<file path="src/rtl/eka_seq_ctrl.sv">
// eka_seq_ctrl: multi-cycle sequencer for the Eka core.
// Owns PC, instruction register and retired-instruction counter, and walks each
// instruction through FETCH -> DECODE -> EXECUTE -> [MEM] -> [WB] using the
// flags from the external combinational decoder. Fetch and data accesses use a
// simple req/ack handshake guarded by a shared wait-cycle timeout. Every output
// is a flop, so there is no combinational path from an ack to a request.
module eka_seq_ctrl #(
  parameter logic [31:0] RESET_PC    = 32'h0000_0000,
  parameter int unsigned MEM_TIMEOUT = 255
) (
  input  logic        clk,
  input  logic        reset_n,
  // instruction memory
  output logic        imem_req,
  output logic [31:0] imem_addr,
  input  logic        imem_ack,
  input  logic [31:0] imem_rdata,
  // decoder
  output logic [31:0] ir,
  input  logic        dec_valid,
  input  logic        dec_branch,
  input  logic        dec_mem_rd,
  input  logic        dec_mem_wr,
  input  logic        dec_reg_wr,
  input  logic [31:0] imm,
  input  logic        br_taken,
  // data memory
  output logic        dmem_req,
  output logic        dmem_we,
  input  logic        dmem_ack,
  // register file / status
  output logic        rf_wr_en,
  output logic [31:0] pc,
  output logic [31:0] instret,
  output logic        halted,
  output logic [1:0]  err_code
);

  typedef enum logic [2:0] {
    S_IDLE,
    S_FETCH,
    S_DECODE,
    S_EXECUTE,
    S_MEM,
    S_WB,
    S_HALT
  } state_e;

  typedef enum logic [1:0] {
    ERR_NONE    = 2'd0,
    ERR_ILLEGAL = 2'd1,
    ERR_IMEM_TO = 2'd2,
    ERR_DMEM_TO = 2'd3
  } err_e;

  // Wait count at which the current request cycle is the last one allowed.
  localparam logic [31:0] TO_LAST = MEM_TIMEOUT - 32'd1;

  state_e      state_q;
  logic        rel_q;
  logic [31:0] pc_q;
  logic [31:0] ir_q;
  logic [31:0] instret_q;
  logic [31:0] wait_cnt_q;
  logic        imem_req_q;
  logic        dmem_req_q;
  logic        dmem_we_q;
  logic        rf_wr_en_q;
  logic        halted_q;
  err_e        err_q;

  logic [31:0] pc_d;
  logic [31:0] instret_d;
  logic        timeout_hit;

  // Retire targets: branch target or fall-through, both 32-bit modulo.
  assign pc_d        = (dec_branch & br_taken) ? pc_q + imm : pc_q + 32'd4;
  assign instret_d   = instret_q + 32'd1;
  // The current request cycle is the last permitted one and no ack came.
  assign timeout_hit = (MEM_TIMEOUT != 0) && (wait_cnt_q == TO_LAST);

  // Synchronous release: the FSM leaves IDLE only once reset release has been
  // seen by a clock edge, so IDLE lasts one full cycle after the release edge.
  always_ff @(posedge clk or negedge reset_n) begin
    if (!reset_n) begin
      rel_q <= 1'b0;
    end else begin
      rel_q <= 1'b1;
    end
  end

  // Main sequencer: state, architectural registers and registered outputs.
  always_ff @(posedge clk or negedge reset_n) begin
    if (!reset_n) begin
      state_q    <= S_IDLE;
      pc_q       <= RESET_PC;
      ir_q       <= 32'h0;
      instret_q  <= 32'h0;
      wait_cnt_q <= 32'h0;
      imem_req_q <= 1'b0;
      dmem_req_q <= 1'b0;
      dmem_we_q  <= 1'b0;
      rf_wr_en_q <= 1'b0;
      halted_q   <= 1'b0;
      err_q      <= ERR_NONE;
    end else begin
      // NOTE: state updates use <= so every branch sees pre-edge values; the
      // write strobe defaults low here so it can only be a one-cycle pulse.
      rf_wr_en_q <= 1'b0;

      case (state_q)
        S_IDLE: begin
          if (rel_q) begin
            state_q    <= S_FETCH;
            imem_req_q <= 1'b1;
            wait_cnt_q <= 32'h0;
          end
        end

        S_FETCH: begin
          if (imem_ack) begin
            ir_q       <= imem_rdata;
            imem_req_q <= 1'b0;
            state_q    <= S_DECODE;
          end else if (timeout_hit) begin
            imem_req_q <= 1'b0;
            halted_q   <= 1'b1;
            err_q      <= ERR_IMEM_TO;
            state_q    <= S_HALT;
          end else begin
            wait_cnt_q <= wait_cnt_q + 32'd1;
          end
        end

        S_DECODE: begin
          if (!dec_valid) begin
            halted_q <= 1'b1;
            err_q    <= ERR_ILLEGAL;
            state_q  <= S_HALT;
          end else begin
            state_q  <= S_EXECUTE;
          end
        end

        S_EXECUTE: begin
          if (dec_mem_rd | dec_mem_wr) begin
            dmem_req_q <= 1'b1;
            dmem_we_q  <= dec_mem_wr;
            wait_cnt_q <= 32'h0;
            state_q    <= S_MEM;
          end else if (dec_reg_wr) begin
            rf_wr_en_q <= 1'b1;
            state_q    <= S_WB;
          end else begin
            pc_q       <= pc_d;
            instret_q  <= instret_d;
            imem_req_q <= 1'b1;
            wait_cnt_q <= 32'h0;
            state_q    <= S_FETCH;
          end
        end

        S_MEM: begin
          if (dmem_ack) begin
            dmem_req_q <= 1'b0;
            dmem_we_q  <= 1'b0;
            if (dmem_we_q) begin
              // Store completes here and retires without a writeback.
              pc_q       <= pc_d;
              instret_q  <= instret_d;
              imem_req_q <= 1'b1;
              wait_cnt_q <= 32'h0;
              state_q    <= S_FETCH;
            end else begin
              rf_wr_en_q <= 1'b1;
              state_q    <= S_WB;
            end
          end else if (timeout_hit) begin
            dmem_req_q <= 1'b0;
            dmem_we_q  <= 1'b0;
            halted_q   <= 1'b1;
            err_q      <= ERR_DMEM_TO;
            state_q    <= S_HALT;
          end else begin
            wait_cnt_q <= wait_cnt_q + 32'd1;
          end
        end

        S_WB: begin
          pc_q       <= pc_d;
          instret_q  <= instret_d;
          imem_req_q <= 1'b1;
          wait_cnt_q <= 32'h0;
          state_q    <= S_FETCH;
        end

        S_HALT: begin
          // Absorbing; only reset leaves this state.
          state_q <= S_HALT;
        end

        default: begin
          state_q <= S_HALT;
        end
      endcase
    end
  end

  assign imem_req  = imem_req_q;
  assign imem_addr = pc_q;
  assign ir        = ir_q;
  assign dmem_req  = dmem_req_q;
  assign dmem_we   = dmem_we_q;
  assign rf_wr_en  = rf_wr_en_q;
  assign pc        = pc_q;
  assign instret   = instret_q;
  assign halted    = halted_q;
  assign err_code  = err_q;

endmodule
</file>
<file path="config.mk">
export PLATFORM = sky130hd
export DESIGN_NAME = eka_seq_ctrl
export DESIGN_NICKNAME = d
export VERILOG_FILES = /design/src/rtl/eka_seq_ctrl.sv
export SDC_FILE = /design/constraint.sdc
export NUM_CORES = 1
export LEC_CHECK = 0
export BUFFER_PORTS_ARGS = -buffer_cell sky130_fd_sc_hd__buf_2
export CAP_MARGIN = 20
export CELL_PAD_IN_SITES_DETAIL_PLACEMENT = 0
export CELL_PAD_IN_SITES_GLOBAL_PLACEMENT = 1
export CORE_MARGIN = 2
export CORE_UTILIZATION = 41
export DETAILED_ROUTE_END_ITERATION = 12
export PLACE_DENSITY = 0.92
export SYNTH_ARGS = -nofsm -noshare
export SYNTH_HDL_FRONTEND = slang
export SYNTH_SLANG_ARGS = --single-unit
</file>
<file path="constraint.sdc">
create_clock -name clk -period 3.7 [get_ports clk]
set_clock_uncertainty 0.1 [all_clocks]
set_input_delay 0.555 -clock clk [delete_from_list [all_inputs] [get_ports clk]]
set_output_delay 0.555 -clock clk [all_outputs]
set_load 0.03 [all_outputs]
</file>
==> results.cfg, run 1 <==
[status]
result_of_the_run = completed

[grt]
grt_remaining_overflow = 0
grt_util_met3_pct = 3.59
antenna_found_initial = 0
via_count_of_the_first_global_routing_pass = 7213
grt.met2_usage_pct = 33.0
groute.layer.met1.usage_pct = 26.0
grt_first_pass_wirelength_um = 35500
grt.busiest_layer = met2
grt_max_degree = 61
groute.usage.overall_pct = 19.8

[layout]
insertedDiodeCount = 0
multi_input_comb_area_um2 = 4630
layout.nets = 1218
drive_gt1_share_pct = 26.9
final.fill_count = 1898
seq_area_um2 = 3480
flow.area_growth_from_synthesis_pct = 20.5

[logic_synthesis]
yosysWarningCount = 0
netlist.top_cell.by_area = sky130_fd_sc_hd__dfrtp_1
ys_flop_type = sky130_fd_sc_hd__dfrtp_1
synth_top_area_share_pct = 40.6
leading_post_synthesis_cells_by_cell_area = sky130_fd_sc_hd__dfrtp_1 41%, sky130_fd_sc_hd__ha_1 5.1%, sky130_fd_sc_hd__xnor2_1 4.8%, sky130_fd_sc_hd__a21oi_1 4.3%, sky130_fd_sc_hd__mux2_2 4.2%
synthMostInstantiatedCell = sky130_fd_sc_hd__dfrtp_1
synth-edff-count = 0
syn_avg_cell_area_um2 = 9.14
synth.net_count = 1047
synthesis.instances = 937
synth_cell_type_count = 68
synthArstFlopShare_pct = 100
synth-seq-cells = 139
post_synth_most_frequent_cells = 139 x sky130_fd_sc_hd__dfrtp_1, 84 x sky130_fd_sc_hd__nor2_1, 80 x sky130_fd_sc_hd__nand2_1
mappedNetlistArea_um2 = 8570
yosysSeqAreaShare_pct = 40.6

[clocking]
worst_skew_pair.late_latency_ns = 0.43
cts.sinks = 139
tritoncts.num_buffers = 17
post_cts_resized = 0
clk_root_buffer_cell = sky130_fd_sc_hd__clkbuf_16
deepest_clock_path_buffer_count = 2
cts_tree = done
hold_bufs_at_cts = 0
htreeDepth = 4
cts_post_setup_buffers_inserted = 0
cts.clk_slew.worst_paths_ns = 0.06

[flow_run]
number_of_max_cap_violations = 0

[worst_setup_path]
critical_path_s_most_frequent_cell = sky130_fd_sc_hd__a21oi_1
cp_cell_sequence = ha_1 -> fa_1 -> a211oi_1 -> o21ai_0 -> a31oi_1 -> a21oi_1 -> a21oi_1 -> o31ai_1 -> o32ai_1 -> a311oi_1
slowest_cell_delay_on_critical_path_ns = 0.44
worst_setup_path_start_kind = flop
worst-endpoint-arrival_ns = 3.50
cp_data_required_time_ns = 3.89
cp_slowest_cell = sky130_fd_sc_hd__fa_1
criticalPathCategory = flop to flop
cp_max_fo = 5
timing.critical_path.to_type = flop

[sta]
hold_violations = 0
slew_violations = 0
worst_hold_slack_ns = 0.00999
setup_violation_total_in_the_final_timing_report = 0
fin_tns_setup_ns = 0
maxClockFrequency_ghz = 0.302
finalCritPeriodShare_pct = 89.5
layout_min_cycle_time_ns = 3.31
worst_slew_pin_slew_ns = 0.671
grt_setup_unrepaired = no
slew_headroom_pct = 54.9

[floorplanning]
effective_utilization_at_floorplan_pct = 42.1
die_height_um = 149
die_width_um = 149
core_area_um2 = 20400
floorplan.die_area_um2 = 22100
rows = 52
ios = 209

[route]
postRouteAntennaNets = 0
finalWirelength_um = 21900
viasPerCell = 5.42
post_drt_wl_per_cell_um = 15.8
via_count = 7543
detailedRoute.firstIterationViolations = 339
detailedRoute.firstPassIterationCount = 4
drc_errors = 0

[placement]
io_buffers = 208
global_placer_s_final_weighted_congestion = 0.854
dp.final_hpwl_um = 16200

[power_and_ir_drop]
powerDensity_nw_per_um2 = 393
irDropWorstVdd_v = 0.000213
total_leakage_power_nw = 5.09

[hold_path]
min-delay-path-class = primary input to async pin
flip-flops by register name, indices dropped and copies added (netlist names):
signal	cells
imem_addr	32
instret	32
dmem_we	1
rf_wr_en	1
ir	32
state_q	3
imem_req	1
rel_q	1
wait_cnt_q	32
err_code	2
dmem_req	1
halted	1
through the flow:
| stage | power [mW] | worst slack (ns) | utilization [%] | std cells | area (um2) |
|---|---|---|---|---|---|
| global route | 4.23 | 0.105 | 50.7 | 1391 | 10300 |
| floorplan | 2.03 | 0.751 | - | 937 | 8570 |
| finish | 4.06 | 0.389 | 50.7 | 1391 | 10300 |
| CTS | 4.10 | 0.390 | 50.7 | 1391 | 10300 |
| global placement | 2.20 | 0.257 | 47.5 | 1359 | 9680 |
| detailed placement | 2.21 | 0.190 | 47.5 | 1359 | 9680 |
layout by cell type (no fill, tap or decap), types with 5 or more instances in the layout:
cell,count
sky130_fd_sc_hd__o21ai_0,55
sky130_fd_sc_hd__xor2_1,34
sky130_fd_sc_hd__buf_2,207
sky130_fd_sc_hd__nand2_1,80
sky130_fd_sc_hd__a21o_1,16
sky130_fd_sc_hd__nand4_1,19
sky130_fd_sc_hd__clkbuf_16,17
sky130_fd_sc_hd__and3_1,25
sky130_fd_sc_hd__buf_4,10
sky130_fd_sc_hd__nor4_1,8
sky130_fd_sc_hd__nor3_1,15
sky130_fd_sc_hd__nand3_1,49
sky130_fd_sc_hd__a211oi_1,14
sky130_fd_sc_hd__or3_1,9
sky130_fd_sc_hd__a31oi_1,5
sky130_fd_sc_hd__bufinv_16,5
sky130_fd_sc_hd__a21oi_1,73
sky130_fd_sc_hd__o21bai_1,6
sky130_fd_sc_hd__and2_1,5
sky130_fd_sc_hd__a311oi_1,5
sky130_fd_sc_hd__xnor2_1,47
sky130_fd_sc_hd__ha_1,35
sky130_fd_sc_hd__nor2b_1,8
sky130_fd_sc_hd__mux2_2,32
sky130_fd_sc_hd__nor2_1,83
sky130_fd_sc_hd__inv_1,24
sky130_fd_sc_hd__dfrtp_1,139
sky130_fd_sc_hd__and4_1,6
sky130_fd_sc_hd__o211ai_1,5
final cells by class:
type / count / share of cell area, %
clock buffers: 18 / 4.16
clock inverters: 14 / 2.11
inverters: 24 / 0.873
multi-input cells: 707 / 44.8
flip-flops and latches: 139 / 33.7
well taps: 270 / 3.27
repair buffers: 219 / 11.1
worst max-delay path, delay by kind of cell, from the launching register on:
kind,cells,cell delay [ns]
DFF,1,0.41
adders and majority gates,2,0.68
AOI/OAI and AO/OA,8,1.97
logic make-up (layout without fill, tap and decap cells):
logic type | count (synthesis) | in the layout | share of synthesized area (%)
buffers and inverters | 91 | 275 | 5.45
adder cells (fa/ha/maj) | 36 | 36 | 5.35
XOR/XNOR | 81 | 81 | 8.28
multiplexers | 36 | 36 | 4.67
AND/OR/NAND/NOR | 332 | 332 | 19.2
AO/OA/AOI/OAI | 221 | 221 | 16.4
other | 1 | 1 | 0.0438
flip-flops | 139 | 139 | 40.6
path summary, 6_finish.rpt:
check	startpoint	endpoint	slack [ns]	cells after the start
max	imem_addr[0]	imem_addr[28]	0.39	10
min	reset_n	state_q[0]	0.01	1
max reg2reg	imem_addr[0]	imem_addr[28]	0.39	10
min reg2reg	instret[31]	instret[31]	0.37	1
min in group clk	imem_rdata[14]	ir[14]	0.26	2
max in group asynchronous	reset_n	instret[29]	2.69	2
layer usage:
layer  wire [um]  up-vias
met5           0        -
met4         466        0
met3        1220       34
met2       10300      237
met1        9900     3585
li1            -     3687
power by group:
part / leakage (nW) / internal [mW] / total, mW / switching, mW
logic: 2.93 / 0.210 / 0.572 / 0.362
clock network: 0.307 / 1.20 / 1.87 / 0.675
registers: 1.85 / 1.56 / 1.61 / 0.0482
total: 5.09 / 2.97 / 4.06 / 1.08
Note: power is estimated with default switching activity, not from simulation.
==> run 2, diff against run 1 <==
==> config.mk (replaced) <==
export PLATFORM = sky130hd
export DESIGN_NAME = eka_seq_ctrl
export DESIGN_NICKNAME = d
export VERILOG_FILES = /design/src/rtl/eka_seq_ctrl.sv
export SDC_FILE = /design/constraint.sdc
export NUM_CORES = 1
export LEC_CHECK = 0
export BUFFER_PORTS_ARGS = -buffer_cell sky130_fd_sc_hd__buf_2
export CAP_MARGIN = 20
export CORE_UTILIZATION = 55
export DETAILED_ROUTE_END_ITERATION = 12
export PLACE_DENSITY = 0.93
export SYNTH_ARGS = -nofsm -noshare
export SYNTH_HDL_FRONTEND = slang
export SYNTH_SLANG_ARGS = --single-unit
==> results.cfg, run 2 (same netlist as run 1, synthesis figures left out) <==
[route]
viasPerCell = 5.97
post_drt_wl_per_cell_um = 16.8
drc_errors = 0
finalWirelength_um = 21900
detailedRoute.firstIterationViolations = 595
via_count = 7796
postRouteAntennaNets = 0
detailedRoute.firstPassIterationCount = 5

[layout]
drive_gt1_share_pct = 26.7
final.fill_count = 1186
leading_cell_type_in_the_layout_fill_and_taps_excluded = sky130_fd_sc_hd__buf_2
layout.nets = 1216
flow.area_growth_from_synthesis_pct = 18.6
insertedDiodeCount = 0
final_cell_mix = 207 x sky130_fd_sc_hd__buf_2, 139 x sky130_fd_sc_hd__dfrtp_1, 83 x sky130_fd_sc_hd__nor2_1

[sta]
maxClockFrequency_ghz = 0.305
setup_violation_total_in_the_final_timing_report = 0
worst_slew_pin_slew_ns = 0.739
slew_violations = 0
grt_setup_unrepaired = no
hold_violations = 0
layout_min_cycle_time_ns = 3.28
finalCritPeriodShare_pct = 88.6
slew_headroom_pct = 50.7
fin_tns_setup_ns = 0
worst_slack_ns = 0.423

[hold_path]
min-delay-path-class = primary input to async pin

[flow_run]
number_of_max_cap_violations = 0

[worst_setup_path]
worst_setup_path_start_kind = flop
criticalPathCategory = flop to flop
worst-endpoint-arrival_ns = 3.44
timing.rr.start = imem_addr[0]
slowest_cell_delay_on_critical_path_ns = 0.43
reg2reg_slack_ns = 0.42
critical_path_s_most_frequent_cell = sky130_fd_sc_hd__a21oi_1
timing.critical_path.depth = 10
cp_max_fo = 5
critPathTopFamily = compound AO/OA/AOI/OAI gates
reg2regPathDepth = 10
critPathLaunch = imem_addr[0]
critical_path.n_buffers_inverters = 0
worst_r2r_endpoint = imem_addr[28]
cp_data_required_time_ns = 3.86
cp_cell_sequence = ha_1 -> fa_1 -> a211oi_1 -> o21ai_0 -> a31oi_1 -> a21oi_1 -> a21oi_1 -> o31ai_1 -> o32ai_1 -> a311oi_1
critical_path.endpoint = imem_addr[28]
timing.critical_path.to_type = flop
cp_slowest_cell = sky130_fd_sc_hd__fa_1

[grt]
antenna_found_initial = 0
grt_remaining_overflow = 0
groute.usage.overall_pct = 27.4
via_count_of_the_first_global_routing_pass = 7408
grt_first_pass_wirelength_um = 35300
grt_max_degree = 83

[power_and_ir_drop]
irDropWorstVdd_v = 0.000345
total_leakage_power_nw = 5.07
powerDensity_nw_per_um2 = 384

[clocking]
worst_skew_pair.late_latency_ns = 0.41
cts.clk_slew.worst_paths_ns = 0.06
cts_tree = done
cts.sinks = 139
cts_post_setup_buffers_inserted = 0
tritoncts.num_buffers = 17
htreeDepth = 4
hold_bufs_at_cts = 0
deepest_clock_path_buffer_count = 2
clk_root_buffer_cell = sky130_fd_sc_hd__clkbuf_16
post_cts_resized = 0

[floorplanning]
die_height_um = 127
core_area_um2 = 15200
rows = 45
die_width_um = 127
ios = 209
floorplan.die_area_um2 = 16100
effective_utilization_at_floorplan_pct = 56.3

[placement]
dp.final_hpwl_um = 16000
io_buffers = 208
global_placer_s_final_weighted_congestion = 0.908
pre_cts_ws_ns = 0.341

[status]
result_of_the_run = completed
-- run 2: area by class of cell --
cell class,count,area [um2],area share [%]
Multi-Input combinational cell,707,4630,45.5
Sequential cell,139,3480,34.2
Timing Repair Buffer,217,1130,11.1
Clock inverter,10,143,1.40
Inverter,24,90.1,0.887
Clock buffer,21,460,4.53
Tap cell,188,235,2.31
-- run 2: worst min path at each step --
stage	to	cells past startpoint	start	slack (ns)
after floorplan	dmem_req	0	reset_n	0.16
after global placement	instret[31]	1	instret[31]	0.35
after detailed placement	instret[31]	1	instret[31]	0.37
after CTS	state_q[1]	1	reset_n	0.10
after global routing	state_q[1]	1	reset_n	0.15
final	ir[4]	1	reset_n	0.09
-- run 2: through the flow --
stage	total power [mW]	util [%]	instances	instance area, um2	hold slack, ns
2_1_floorplan	2.03	-	937	8570	0.159
3_5_place_dp	2.21	62.9	1275	9560	0.372
6_report	3.90	66.8	1306	10200	0.0858
4_1_cts	3.93	66.8	1306	10200	0.101
3_3_place_gp	2.19	62.9	1275	9560	0.353
5_1_grt	4.05	66.8	1306	10200	0.145
-- run 2: layer usage --
layer  vias to the layer above  track usage [%]  part of all wire, %
met5                         -                0                    0
met4                         0             15.8                  4.3
met3                        67             5.65                  7.3
met2                       383             46.1                   47
met1                      3663             32.8                   41
li1                       3683                -                    -
-- run 2: report_power, final --
| part | switching (mW) | total (mW) | internal [mW] |
|---|---|---|---|
| Sequential | 0.0510 | 1.61 | 1.56 |
| Combinational | 0.366 | 0.576 | 0.210 |
| Clock | 0.621 | 1.71 | 1.09 |
| Total | 1.04 | 3.90 | 2.87 |
-- run 2: worst register-to-register path: cells and delay by family, from the launching register on --
family | cells | cell delay (ns)
fa+ha+maj | 2 | 0.67
compound gates | 8 | 1.96
flops | 1 | 0.40
